File: config.mk
export PLATFORM = sky130hd
export DESIGN_NAME = output_drain_arbiter
export DESIGN_NICKNAME = d
export VERILOG_FILES = /design/src/rtl/output_drain_arbiter.sv
export SDC_FILE = /design/constraint.sdc
export NUM_CORES = 1
export LEC_CHECK = 0
export ABC_AREA = 1
export CAP_MARGIN = 25
export CORE_MARGIN = 2
export CORE_UTILIZATION = 48
export CTS_CLUSTER_DIAMETER = 40
export CTS_CLUSTER_SIZE = 40
export DETAILED_ROUTE_END_ITERATION = 16
export GPL_ROUTABILITY_DRIVEN = 0
export PLACE_DENSITY = 0.8
export SYNTH_ARGS = -nofsm -noshare
export SYNTH_HDL_FRONTEND = slang
export SYNTH_SLANG_ARGS = --single-unit
File: constraint.sdc
create_clock -name clk -period 2.55 [get_ports clk]
set_input_delay 0.3825 -clock clk [delete_from_list [all_inputs] [get_ports clk]]
set_output_delay 0.3825 -clock clk [all_outputs]
set_load 0.005 [all_outputs]
File: src/rtl/output_drain_arbiter.sv
// Round-robin drain of the four switch output ports into one tagged byte stream.
// Optional FCS check (XOR of all bytes before FCS) is enabled by DRAIN_FCS_CHK_EN.
module output_drain_arbiter #(
  parameter int unsigned GAP_CYCLES = 1
) (
  input  logic       clk,
  input  logic       reset,
  input  logic [7:0] port0,
  input  logic [7:0] port1,
  input  logic [7:0] port2,
  input  logic [7:0] port3,
  input  logic       ready_0,
  input  logic       ready_1,
  input  logic       ready_2,
  input  logic       ready_3,
  output logic       read_0,
  output logic       read_1,
  output logic       read_2,
  output logic       read_3,
  output logic [7:0] out_data,
  output logic       out_valid,
  output logic       out_sop,
  output logic       out_eop,
  output logic [1:0] out_port,
  output logic       busy
`ifdef DRAIN_FCS_CHK_EN
  ,
  output logic       fcs_err
`endif
);

  typedef enum logic [1:0] {StIdle, StRead, StDrain, StGap} state_e;

  localparam logic [3:0] GapLast = (GAP_CYCLES == 0) ? 4'd0 : 4'(GAP_CYCLES - 1);

  state_e     state_q, state_d;
  logic [1:0] gnt_q, gnt_d;
  logic [1:0] ptr_q, ptr_d;
  logic [8:0] rd_cnt_q, rd_cnt_d;
  logic [3:0] gap_cnt_q, gap_cnt_d;
  logic [8:0] idx_q;
  logic [7:0] len_q;
  logic [7:0] len_eff;
  logic [7:0] port_sel;
  logic [3:0] ready_vec;
  logic [1:0] cand;
  logic       found;
  logic       rd_en, rd_last;
  logic       rd_q, last_rd_q;

  assign ready_vec = {ready_3, ready_2, ready_1, ready_0};

  always_comb begin
    port_sel = port0;
    case (gnt_q)
      2'd0: port_sel = port0;
      2'd1: port_sel = port1;
      2'd2: port_sel = port2;
      2'd3: port_sel = port3;
      default: port_sel = port0;
    endcase
  end

  // LEN is on the port during the 4th read, before it has been registered.
  assign len_eff = (rd_q && idx_q == 9'd2) ? port_sel : len_q;

  always_comb begin
    state_d   = state_q;
    gnt_d     = gnt_q;
    ptr_d     = ptr_q;
    rd_cnt_d  = rd_cnt_q;
    gap_cnt_d = gap_cnt_q;
    rd_en     = 1'b0;
    rd_last   = 1'b0;
    found     = 1'b0;
    cand      = ptr_q;
    case (state_q)
      StIdle: begin
        rd_cnt_d  = 9'd0;
        gap_cnt_d = 4'd0;
        for (int i = 0; i < 4; i++) begin
          cand = ptr_q + i[1:0];
          if (!found && ready_vec[cand]) begin
            found = 1'b1;
            gnt_d = cand;
          end
        end
        if (found) state_d = StRead;
      end
      StRead: begin
        rd_en    = 1'b1;
        rd_cnt_d = rd_cnt_q + 9'd1;
        if (rd_cnt_q >= 9'd3 && rd_cnt_d == ({1'b0, len_eff} + 9'd4)) begin
          rd_last = 1'b1;
          ptr_d   = gnt_q + 2'd1;
          state_d = StDrain;
        end
      end
      StDrain: begin
        state_d = (GAP_CYCLES == 0) ? StIdle : StGap;
      end
      StGap: begin
        if (gap_cnt_q == GapLast) state_d = StIdle;
        else gap_cnt_d = gap_cnt_q + 4'd1;
      end
      default: state_d = StIdle;
    endcase
  end

  assign read_0 = rd_en && (gnt_q == 2'd0);
  assign read_1 = rd_en && (gnt_q == 2'd1);
  assign read_2 = rd_en && (gnt_q == 2'd2);
  assign read_3 = rd_en && (gnt_q == 2'd3);
  assign busy   = (state_q != StIdle);

  always_ff @(posedge clk or negedge reset) begin
    if (!reset) begin
      state_q   <= StIdle;
      gnt_q     <= 2'd0;
      ptr_q     <= 2'd0;
      rd_cnt_q  <= 9'd0;
      gap_cnt_q <= 4'd0;
    end else begin
      state_q   <= state_d;
      gnt_q     <= gnt_d;
      ptr_q     <= ptr_d;
      rd_cnt_q  <= rd_cnt_d;
      gap_cnt_q <= gap_cnt_d;
    end
  end

  // Return side: rd_q marks that port_sel holds a requested byte this cycle.
  always_ff @(posedge clk or negedge reset) begin
    if (!reset) begin
      rd_q      <= 1'b0;
      last_rd_q <= 1'b0;
      idx_q     <= 9'd0;
      len_q     <= 8'd0;
      out_data  <= 8'h00;
      out_valid <= 1'b0;
      out_sop   <= 1'b0;
      out_eop   <= 1'b0;
      out_port  <= 2'd0;
    end else begin
      rd_q      <= rd_en;
      last_rd_q <= rd_last;
      out_valid <= rd_q;
      out_sop   <= rd_q && (idx_q == 9'd0);
      out_eop   <= rd_q && last_rd_q;
      if (state_q == StIdle) idx_q <= 9'd0;
      else if (rd_q) idx_q <= idx_q + 9'd1;
      if (rd_q) begin
        out_data <= port_sel;
        if (idx_q == 9'd2) len_q <= port_sel;
        if (idx_q == 9'd0) out_port <= gnt_q;
      end
    end
  end

`ifdef DRAIN_FCS_CHK_EN
  logic [7:0] fcs_acc_q;

  always_ff @(posedge clk or negedge reset) begin
    if (!reset) begin
      fcs_acc_q <= 8'h00;
      fcs_err   <= 1'b0;
    end else begin
      fcs_err <= rd_q && last_rd_q && (fcs_acc_q != port_sel);
      if (rd_q) fcs_acc_q <= (idx_q == 9'd0) ? port_sel : (fcs_acc_q ^ port_sel);
    end
  end
`endif

endmodule

==> results.md, run 1 <==
| Result | This run |
| --- | --- |
| Buffers & Inverters on Critical Path | 3 |
| Fraction of power spent switching nets | 0.444 |
| Count of synthesis-stage warnings from yosys | 0 |
| RSZ-0062 raised after global routing | yes |
| Violated checks | negative setup slack |
| NetSw | 2.00 mW |
| H-tree lvl count | 2 |
| Synth top area share | 0.396 |
| Cell mode on critical path | nand2_2 |
| Internal power of the cells | 2.50 mW |
| Worst max-slew margin expressed relative to the limit | 0.718 |
| Result of the run | complete, but fails checks |
| Effective utilization at floorplan | 0.502 |
| Post-Layout Inst Area | 0.00429 mm2 |
| Series of cell instances along the critical path | inv_4, ha_4, nand2_2, nand2_2, inv_2, a21oi_2, nand2_1, nand2_2, ha_4, inv_2, nand2_2, a21oi_2, nand3_1, nor2_1, nand3_1, nor2_1, nand2_2, nand2_2, nand2_2, nand2_1, nand2_1 |
| Worst Hold Margin | 0.0367 ns |
| Number of buffers inserted for hold repair after clock tree synthesis | 0 |
| Post-synthesis instance total | 459 |
| Launching element of the worst setup path | gnt_q[0]$_DFFE_PN0P_ |
| Fill cell total of the finished layout | 535 |
| Number of violations of the max-capacitance limit | 0 |
| Number of flops mapped to enable cells by yosys | 0 |
| Min cycle time layout | 2.56 ns |
| Drt pass-1 iters | 4 |
| Count of clock tree sinks | 51 |
| Final period util | 1.00 |
| Final Hold Vio Count | 0 |
| Remaining antenna violation count after routing | 0 |
| Clock latency of the later-clocked register in the worst-skew pair | 0.31 ns |
| Largest incremental delay on the critical path | 0.48 ns |
| Number of nets at the end of the flow | 598 |
| DIE AREA | 0.00738 mm2 |
| Detail-routed net length per standard cell | 13.3 um |
| Via count of the first global-routing pass | 3,122 |
| Final clock skew | 0.00882 ns |
| Wire length of the first global-routing pass | 13,700 um |
| Leak | 2.17 nW |
| Startpoint of the most critical register-to-register path | gnt_q[0]$_DFFE_PN0P_ |
| Maximum number of pins on one net before global-route repair | 52 |
| Final max-slew violation count | 0 |
| Number of core rows | 29 |
| DRC violation total after the first TritonRoute iteration | 135 |
| Maximum operating frequency | 0.391 GHz |
| Clock-pin slew reported for the worst setup and hold paths after clock tree synthesis | 0.10 ns |
| I/O pins | 56 |
| Clock network power share | 0.110 |
| Area of placed instances | 0.00400 mm2 |
| DRC violations left | 0 |
| Final routed wirelength across all metal layers | 8290 um |
| Largest delay share family, worst path | simple AND/OR/NAND/NOR gates |
| Gate power share | 0.615 |
| Final worst setup slack | -0.0104 ns |
| Number of antenna diodes | 0 |
| Vert. Die Dim | 85.9 um |
| Most frequent cells in the layout | nand2_1, inv_1, clkdlybuf4s50_1 |
| Biggest area consumer among synthesized cells | dfrtp_1 |
| Pwr dens | 1050 mW/mm2 |
| Area growth from synthesis to layout | 33.2% |
| Hold Crit Class | input pin to asynchronous set/reset pin |
| Count of port buffers added during placement | 55 |
| Cell area after synthesis | 0.00322 mm2 |
| Sequential share of the synthesized area | 0.396 |
| Avg Synthesized Cell Area | 7.02 um2 |
| Sequential fraction of design power | 0.275 |
| Initial antenna violation count | 0 |
| Num CTS Buffers | 5 |
| Area contributors post-synth | dfrtp_1, nand2_1, inv_1 |
| CTS tree | done |
| Die width | 85.9 um |
| Detailed-placement wirelength estimate | 6170 um |
| Type of the worst setup path | flop to flop |
| Area of the core | 0.00642 mm2 |
| Maximum vdd drop | 533 uV |
| Final core occ | 0.668 |
| GR Overflow Total | 0 |
| Number of vias per cell | 5.13 |
| Buffer levels on the longest clock path | 2 |
| Ys async rst share | 1.00 |
| CP Data Required Time | 2.75 ns |
| Vias | 3,190 |
| Number of synthesized register bits | 51 |
| Setup crit start kind | flop |
| Primary FF master, synth | dfrtp_1 |
| Standard cell with the maximum stage delay on the critical path | dfrtp_2 |
| Crit path arrival time | 2.76 ns |
| Actual transition at the worst max-transition pin | 0.421 ns |
| Net Count, Synth | 513 |
| Library cells used by synthesis | 34 |
| Layout cells sized above 1 | 0.167 |
| Clock Root Buffer | clkbuf_8 |
| Element type at the critical path end | flop |
| Most common cell after layout, fill and taps aside | nand2_1 |
| Critical-path maximum fanout | 4 |
| Final count of negative-setup-slack endpoints | 4 |
| Global Route Usage Sum | 0.232 |
-- repair_timing --
| action | 4_1_cts | 5_1_grt |
|---|---|---|
| resized for setup | 22 | 13 |
| setup endpoints to repair | 5 | 5 |
| setup buffers | 7 | 2 |
| pin swaps | 15 | 13 |
-- synthesized netlist by cell type, types with 2 or more instances --
cell type and number:
a21oi_1 16, a31oi_1 2, a41oi_1 2, buf_2 4
clkbuf_1 3, clkinv_1 2, dfrtp_1 51, ha_1 16
inv_1 60, nand2_1 160, nand2_2 10, nand3_1 21
nand4_1 7, nor2_1 37, nor2_2 3, nor2_4 2
nor3_1 5, o211ai_1 2, o21ai_0 26, o21ai_1 4
o22ai_1 9, or2_2 5
-- final timing paths --
kind | to | slack, ns | depth (start not counted)
max reg2reg | state_q[1]$_DFFE_PN0P_ | -0.01 | 21
min | out_data[0]$_DFFE_PN0P_ | 0.04 | 2
max | state_q[1]$_DFFE_PN0P_ | -0.01 | 21
min in group clk | out_eop$_DFF_PN0_ | 0.48 | 2
min reg2reg | out_eop$_DFF_PN0_ | 0.48 | 2
max in group asynchronous | rd_cnt_q[7]$_DFFE_PN0P_ | 2.25 | 2
-- routing by layer --
metal / global-route usage / up-vias / part of all wire
met1: 0.287 / 1471 / 0.44
met3: 0.0395 / 13 / 0.052
li1: - / 1625 / -
met2: 0.411 / 81 / 0.49
met5: 0 / - / 0
met4: 0.0736 / 0 / 0.018
-- power groups by stage --
stage	registers, mW	logic, mW	clock network [mW]
after floorplan	1.21	1.49	0
after global placement	1.21	2.35	0
after detailed placement	1.23	2.43	0
after CTS	1.23	2.65	0.509
after global routing	1.27	3.09	0.539
final	1.24	2.77	0.494
-- worst reg2reg max path: cells and delay by family (launching register included) --
kind                     cells  cell delay (ns)
adder cells (fa/ha/maj)      2             0.38
AO/OA/AOI/OAI                2             0.29
flip-flops                   1             0.48
AND/OR/NAND/NOR             14             1.12
buffers and inverters        3             0.20
-- sequential cells by signal, indices dropped and copies added (netlist names) --
name / cells
gnt_q: 2
ptr_q: 2
out_data: 8
rd_cnt_q: 9
rd_q: 1
out_sop: 1
last_rd_q: 1
len_q: 8
state_q: 2
out_valid: 1
idx_q: 9
out_port: 2
out_eop: 1
gap_cnt_q: 4
-- final cells by class --
cell class / count / area [um2] / area share
inverter: 63 / 241 / 0.0563
clock inverter: 2 / 16.3 / 0.00379
sequential: 51 / 1280 / 0.298
tap: 77 / 96.3 / 0.0224
multi-input combinational: 337 / 1780 / 0.415
clock buffer: 6 / 82.6 / 0.0192
timing repair buffer: 86 / 795 / 0.185
-- stage by stage --
| step | setup WS (ns) | instances | power, mW | TNS (ns) |
|---|---|---|---|---|
| 3_3_place_gp | -0.108 | 605 | 3.56 | -0.341 |
| 3_5_place_dp | -0.178 | 605 | 3.65 | -0.602 |
| 2_1_floorplan | 0.00152 | 459 | 2.70 | 0 |
| 5_1_grt | -0.180 | 622 | 4.89 | -0.700 |
| 4_1_cts | 0.0117 | 620 | 4.39 | 0 |
| 6_report | -0.0104 | 622 | 4.49 | -0.0247 |
-- kinds of logic (layout without fill, tap and decap cells) --
logic type,count (synthesis),count (layout),share of synthesized area
fa+ha+maj,16,16,0.0621
compound gates,64,64,0.110
simple gates,255,255,0.341
buf+inv,71,157,0.0854
xor+xnor,2,2,0.00544
flops,51,51,0.396
(Power assumes the default switching activity.)
==> run 2, diff against run 1 <==
--- a/config.mk
+++ b/config.mk
@@ -12,7 +12,6 @@
 export CTS_CLUSTER_DIAMETER = 40
 export CTS_CLUSTER_SIZE = 40
 export DETAILED_ROUTE_END_ITERATION = 16
-export GPL_ROUTABILITY_DRIVEN = 0
 export PLACE_DENSITY = 0.8
 export SYNTH_ARGS = -nofsm -noshare
 export SYNTH_HDL_FRONTEND = slang
==> results of run 2 <==
Same layout as run 1: the final DEF is identical, and so are final timing and power.
